===== src/rtl/mux_sequencer.sv =====
// Scan sequencer for a downstream latched mux: walks the enabled channels,
// strobes the channel index, waits out the settle time, then flags acquisition.
module mux_sequencer #(
  parameter int N_INPUTS  = 3,
  parameter int SEL_WIDTH = 2,
  parameter int CNT_WIDTH = 16
) (
  input  logic                 clk,
  input  logic                 rst,
  input  logic                 start,
  input  logic                 stop,
  input  logic                 continuous,
  input  logic [N_INPUTS-1:0]  chan_mask,
  input  logic [CNT_WIDTH-1:0] settle,
  input  logic [CNT_WIDTH-1:0] dwell,
  output logic [SEL_WIDTH-1:0] sel,
  output logic                 clken,
  output logic                 acq_valid,
  output logic                 acq_last,
  output logic                 busy,
  output logic                 done
);

  typedef enum logic [1:0] {
    IDLE,
    SWITCH,
    SETTLE,
    ACQUIRE
  } state_t;

  state_t               state, state_d;
  logic [CNT_WIDTH-1:0] cnt, cnt_d;
  logic                 tail, tail_d;
  logic [SEL_WIDTH-1:0] ptr, ptr_d;

  logic [N_INPUTS-1:0]  mask_q;
  logic [CNT_WIDTH-1:0] settle_q;
  logic [CNT_WIDTH-1:0] dwell_q;
  logic                 cont_q;
  logic                 capture;

  logic [SEL_WIDTH-1:0] sel_d;
  logic                 clken_d, acq_valid_d, acq_last_d, busy_d, done_d;

  logic [CNT_WIDTH-1:0] dwell_m1;
  logic                 acq_end;
  logic                 nxt_found;
  logic [SEL_WIDTH-1:0] nxt_ptr;

  function automatic logic [SEL_WIDTH-1:0] lowest_set(input logic [N_INPUTS-1:0] m);
    logic [SEL_WIDTH-1:0] idx;
    idx = '0;
    for (int i = N_INPUTS - 1; i >= 0; i--) begin
      if (m[i]) idx = SEL_WIDTH'(i);
    end
    return idx;
  endfunction

  // dwell=0 is treated as a single acquire cycle, so it ends on the first one.
  assign dwell_m1 = dwell_q - CNT_WIDTH'(1);
  assign acq_end  = (dwell_q == '0) || (cnt == dwell_m1);

  // Nearest enabled channel strictly above the current pointer.
  always_comb begin
    nxt_found = 1'b0;
    nxt_ptr   = '0;
    for (int i = N_INPUTS - 1; i >= 0; i--) begin
      if (mask_q[i] && (i > int'(ptr))) begin
        nxt_found = 1'b1;
        nxt_ptr   = SEL_WIDTH'(i);
      end
    end
  end

  // NOTE: every signal written here gets a default first, so no path can leave
  // one unassigned and infer a latch.
  always_comb begin
    state_d = state;
    cnt_d   = cnt;
    tail_d  = tail;
    ptr_d   = ptr;
    capture = 1'b0;
    done_d  = 1'b0;

    unique case (state)
      IDLE: begin
        if (start && !stop && (chan_mask != '0)) begin
          capture = 1'b1;
          ptr_d   = lowest_set(chan_mask);
          state_d = SWITCH;
        end
      end
      SWITCH: begin
        cnt_d   = '0;
        tail_d  = 1'b0;
        state_d = SETTLE;
      end
      SETTLE: begin
        // cnt runs 0..settle, then one tail cycle: settle+2 cycles in total
        // without the counter ever passing settle, so settle=max is safe.
        if (tail) begin
          cnt_d   = '0;
          state_d = ACQUIRE;
        end else if (cnt == settle_q) begin
          tail_d = 1'b1;
        end else begin
          cnt_d = cnt + CNT_WIDTH'(1);
        end
      end
      ACQUIRE: begin
        if (acq_end) begin
          if (nxt_found) begin
            ptr_d   = nxt_ptr;
            state_d = SWITCH;
          end else if (cont_q) begin
            ptr_d   = lowest_set(mask_q);
            state_d = SWITCH;
          end else begin
            done_d  = 1'b1;
            state_d = IDLE;
          end
        end else begin
          cnt_d = cnt + CNT_WIDTH'(1);
        end
      end
      default: state_d = IDLE;
    endcase

    if (stop) begin
      state_d = IDLE;
      capture = 1'b0;
      done_d  = 1'b0;
    end
  end

  // Outputs are decoded from the next state so they can be registered and
  // still line up with the state they describe.
  always_comb begin
    clken_d     = (state_d == SWITCH);
    sel_d       = clken_d ? ptr_d : sel;
    acq_valid_d = (state_d == ACQUIRE);
    acq_last_d  = acq_valid_d && ((dwell_q == '0) || (cnt_d == dwell_m1));
    busy_d      = (state_d != IDLE);
  end

  // NOTE: sequential state uses non-blocking assignments only, so every register
  // samples the pre-edge values regardless of statement order.
  always_ff @(posedge clk or posedge rst) begin
    if (rst) begin
      state     <= IDLE;
      cnt       <= '0;
      tail      <= 1'b0;
      ptr       <= '0;
      sel       <= '0;
      clken     <= 1'b0;
      acq_valid <= 1'b0;
      acq_last  <= 1'b0;
      busy      <= 1'b0;
      done      <= 1'b0;
    end else begin
      state     <= state_d;
      cnt       <= cnt_d;
      tail      <= tail_d;
      ptr       <= ptr_d;
      sel       <= sel_d;
      clken     <= clken_d;
      acq_valid <= acq_valid_d;
      acq_last  <= acq_last_d;
      busy      <= busy_d;
      done      <= done_d;
    end
  end

  // NOTE: the captured configuration is reset too, so a scan aborted by reset
  // leaves nothing behind for the next one.
  always_ff @(posedge clk or posedge rst) begin
    if (rst) begin
      mask_q   <= '0;
      settle_q <= '0;
      dwell_q  <= '0;
      cont_q   <= 1'b0;
    end else if (capture) begin
      mask_q   <= chan_mask;
      settle_q <= settle;
      dwell_q  <= dwell;
      cont_q   <= continuous;
    end
  end

endmodule


===== config.mk =====
export PLATFORM = sky130hd
export DESIGN_NAME = mux_sequencer
export DESIGN_NICKNAME = d
export VERILOG_FILES = /design/src/rtl/mux_sequencer.sv
export SDC_FILE = /design/constraint.sdc
export NUM_CORES = 1
export LEC_CHECK = 0
export ABC_AREA = 1
export BUFFER_PORTS_ARGS = -buffer_cell sky130_fd_sc_hd__buf_2
export CELL_PAD_IN_SITES_DETAIL_PLACEMENT = 1
export CELL_PAD_IN_SITES_GLOBAL_PLACEMENT = 1
export CORE_UTILIZATION = 46
export DETAILED_ROUTE_END_ITERATION = 10
export GPL_ROUTABILITY_DRIVEN = 0
export PLACE_DENSITY = 0.84
export SYNTH_ARGS = -nofsm -noshare
export SYNTH_HDL_FRONTEND = slang
export SYNTH_SLANG_ARGS = --single-unit

===== constraint.sdc =====
create_clock -name clk -period 7.9 [get_ports clk]
set_clock_uncertainty 0.1 [all_clocks]
set_input_delay 2.37 -clock clk [delete_from_list [all_inputs] [get_ports clk]]
set_output_delay 2.37 -clock clk [all_outputs]
set_load 0.05 [all_outputs]

==> flow_summary.json <==
{
  "yosys-mux-area-fraction_pct": 2.99,
  "fp-row-count": 37,
  "drtAntennaViolNets": 0,
  "path_type_of_the_worst_min_delay_path": "reg -> reg",
  "end_kind": "flop",
  "finalNetCount": 833,
  "post_cts.resized_instances": 0,
  "clock_tree.root_cell": "sky130_fd_sc_hd__clkbuf_8",
  "num-fill-cells": 1438,
  "synth_area_um2": 4900,
  "clock_tree_from_tritoncts": "yes",
  "ir_drop_uv": 223,
  "drc": 0,
  "route.detailed.wl_per_inst_um": 16.7,
  "core_um2": 10300,
  "switchingPower_mw": 1.31,
  "vias": 5039,
  "finalWorstPathRequiredPeriod_ps": 3960,
  "number_of_synthesis_warnings": 0,
  "leakagePower_nw": 2.92,
  "share_of_layout_cells_above_drive_strength_1_pct": 13.4,
  "clock-sinks": 64,
  "ant_cells": 0,
  "synth-seq-cells": 64,
  "number_of_antenna_violations_at_the_first_check_in_global_routing": 0,
  "ctsLongestPathBuffers": 2,
  "initialDrtViolationCount": 231,
  "initial_utilization_pct": 47.5,
  "yosysSeqAreaShare_pct": 32.7,
  "clock_insertion_delay_worst_skew_ps": 380,
  "cts.htree.levels": 3,
  "intPower_mw": 1.15,
  "crit_path_start_kind": "input pin",
  "post-dp-hpwl_um": 11500,
  "finalMaxSlewViolations": 0,
  "die-height_um": 105,
  "outcome": "complete, no violations",
  "synth-compound-area-share_pct": 8.12,
  "die_outline_area_um2": 11100,
  "tritoncts.num_buffers": 9,
  "first_global_vias": 5348,
  "cts_post_setup_buffers_inserted": 0,
  "p_seq_share_pct": 28.5,
  "worst-path-max-fanout": 48,
  "grt_pass1_wl_um": 25900,
  "pin_count_of_the_biggest_net_entering_global_routing": 65,
  "grt_util_all_layers_pct": 30.2,
  "setup_viol": 0,
  "reg2reg_slack_ps": 4070,
  "portBuffers": 46,
  "drt_first_pass_iters": 4,
  "max_cap_viol_count": 0,
  "finalWorstSetupSlack_ps": 3940,
  "timing.hold.ws_ps": 420,
  "fmax_mhz": 253,
  "critical_path_arrival_ps": 4110,
  "timing.max_slew.rel_slack_pct": 39.7,
  "power.clock.fraction_pct": 12.8,
  "total_i_o_pin_count": 47,
  "syn-instance-count": 752,
  "critical_path_required_ps": 8050,
  "worst_path_clk_slew_ps": 70,
  "post_synth_and_or_nand_nor_area_fraction_pct": 38.5,
  "fin_setup_tns_ps": 0,
  "synthDistinctLibCells": 41,
  "synth_top_family_by_area": "simple AND/OR/NAND/NOR gates",
  "p_per_area_nw_per_um2": 454,
  "worst_pin_slew_ps": 904,
  "number_of_buffers_inserted_for_hold_repair_after_clock_tree_synthesis": 0,
  "fin_crit_sh_pct": 50.1,
  "layout-area-overhead-vs-synth_pct": 10.9,
  "detail_route.wirelength_um": 15500,
  "via_per_inst": 5.42,
  "overflow": 0,
  "setup_repair_after_global_routing_missed_its_margin": "no",
  "die_w_um": 105,
  "finalHoldViolCount": 0,
  "combinationalPowerShare_pct": 58.8,
  "synth_adder_area_share_pct": 1.28,
  "dp_slack_ps": 3540,
  "syn-num-nets": 797,
  "synth.avg_cell_area_um2": 6.52,
  "setup.worst_path.class": "in -> reg",
  "post_synth_xor_area_fraction_pct": 5.10,
  "power.share.switching_pct": 53.3
}
## per-layer routing
layer  part of all wire [%]  wire (um)  GRT usage, %
met1                     44       6810          36.5
met5                      0          0             0
met3                    3.1        474          6.00
met2                     50       7800          52.3
met4                    2.9        452          12.1
## cells in the mapped netlist
cell / instances / area share [%]
sky130_fd_sc_hd__and2_1: 1 / 0.13
sky130_fd_sc_hd__o211ai_1: 11 / 1.7
sky130_fd_sc_hd__ha_1: 5 / 1.3
sky130_fd_sc_hd__nand2_2: 4 / 0.51
sky130_fd_sc_hd__a211oi_1: 1 / 0.15
sky130_fd_sc_hd__buf_6: 3 / 0.69
sky130_fd_sc_hd__a21oi_1: 5 / 0.51
sky130_fd_sc_hd__a31oi_1: 1 / 0.13
sky130_fd_sc_hd__nand3_1: 87 / 8.9
sky130_fd_sc_hd__nand2_4: 1 / 0.23
sky130_fd_sc_hd__xnor3_1: 1 / 0.46
sky130_fd_sc_hd__o21ai_1: 2 / 0.20
sky130_fd_sc_hd__clkbuf_2: 1 / 0.10
sky130_fd_sc_hd__mux2_2: 13 / 3.0
sky130_fd_sc_hd__o22ai_1: 1 / 0.13
sky130_fd_sc_hd__nor2_1: 53 / 4.1
sky130_fd_sc_hd__nand4_1: 8 / 1.0
sky130_fd_sc_hd__nor3_1: 7 / 0.71
sky130_fd_sc_hd__o21a_1: 1 / 0.15
sky130_fd_sc_hd__nor4_1: 2 / 0.26
sky130_fd_sc_hd__nor2_8: 1 / 0.41
sky130_fd_sc_hd__a21oi_2: 1 / 0.18
sky130_fd_sc_hd__nand3_4: 1 / 0.36
sky130_fd_sc_hd__nand2_1: 251 / 19
sky130_fd_sc_hd__o21ai_0: 42 / 4.3
sky130_fd_sc_hd__a2bb2oi_1: 1 / 0.18
sky130_fd_sc_hd__nor2_2: 10 / 1.3
sky130_fd_sc_hd__clkbuf_1: 18 / 1.4
sky130_fd_sc_hd__nor2_4: 3 / 0.69
sky130_fd_sc_hd__nand3b_1: 3 / 0.46
sky130_fd_sc_hd__inv_2: 3 / 0.23
sky130_fd_sc_hd__o21bai_1: 1 / 0.15
sky130_fd_sc_hd__inv_1: 111 / 8.5
sky130_fd_sc_hd__nand3_2: 1 / 0.20
sky130_fd_sc_hd__o2111ai_1: 1 / 0.18
sky130_fd_sc_hd__dfrtp_1: 64 / 33
sky130_fd_sc_hd__a41oi_1: 1 / 0.18
sky130_fd_sc_hd__xnor2_1: 9 / 1.6
sky130_fd_sc_hd__buf_2: 4 / 0.41
sky130_fd_sc_hd__xor2_1: 17 / 3.0
sky130_fd_sc_hd__or3_1: 1 / 0.13
## cells by family after synthesis
family,Yosys count
flops,64
buf+inv,140
fa+ha+maj,5
simple gates,434
mux,13
compound gates,69
xor+xnor,27
## layout by cell type (no fill, tap or decap), drive strengths merged, types with 2 or more instances in the layout
master,count
nand2,256
buf,51
nor3,7
dfrtp,64
nor4,2
nand4,8
nand3,89
inv,114
nor2,67
clkbuf,14
xor2,17
xnor2,9
a21oi,6
o211ai,11
ha,5
nand3b,3
mux2,13
o21ai,44
## worst paths after layout
kind                             from          end  depth (start not counted)
hold reg to reg                sel[0]       sel[0]                          1
hold / removal                 sel[0]       sel[0]                          1
max in group asynchronous         rst      cnt[11]                          3
setup / recovery                 stop  settle_q[4]                          9
setup reg to reg           dwell_q[0]     acq_last                         24
min in group asynchronous         rst   dwell_q[3]                          3
## cell type report
class,count,area [um^2],share of cell area (%)
Inverter,114,428,7.87
Sequential cell,64,1600,29.4
Tap cell,136,170,3.13
Clock buffer,14,183,3.36
Multi-Input combinational cell,548,2750,50.6
Timing Repair Buffer,51,268,4.92
Clock inverter,2,35.0,0.644
## worst max-delay path: stages
cell and delay [ps]:
sky130_fd_sc_hd__buf_2 120, sky130_fd_sc_hd__inv_1 60, sky130_fd_sc_hd__nand2_1 90, sky130_fd_sc_hd__o21bai_1 160, sky130_fd_sc_hd__inv_1 70, sky130_fd_sc_hd__nor2_1 80
sky130_fd_sc_hd__nor2_4 270, sky130_fd_sc_hd__buf_4 450, sky130_fd_sc_hd__mux2_2 390
## flip-flops by register name, summed over array words and instances, names as in the netlist, 2 cells and up
| register | count |
|---|---|
| state | 2 |
| settle_q | 16 |
| mask_q | 3 |
| cnt | 16 |
| ptr | 2 |
| dwell_q | 16 |
| sel | 2 |
## metrics by stage
stage	std cells	power, mW	cell area (um^2)	utilization [%]
after floorplan	752	1.73	4900	-
after global placement	913	2.02	5220	50.6
after detailed placement	913	2.13	5220	50.6
after CTS	929	2.46	5440	52.7
after global routing	929	2.69	5440	52.7
final	929	2.47	5440	52.7
## power by group through the flow
| stage | combinational [mW] | sequential, mW | clock, mW |
|---|---|---|---|
| 2_1_floorplan | 1.08 | 0.642 | 0 |
| 3_3_place_gp | 1.33 | 0.694 | 0 |
| 3_5_place_dp | 1.43 | 0.701 | 0 |
| 4_1_cts | 1.44 | 0.700 | 0.321 |
| 5_1_grt | 1.63 | 0.723 | 0.333 |
| 6_report | 1.45 | 0.702 | 0.315 |
(Power assumes the default switching activity.)
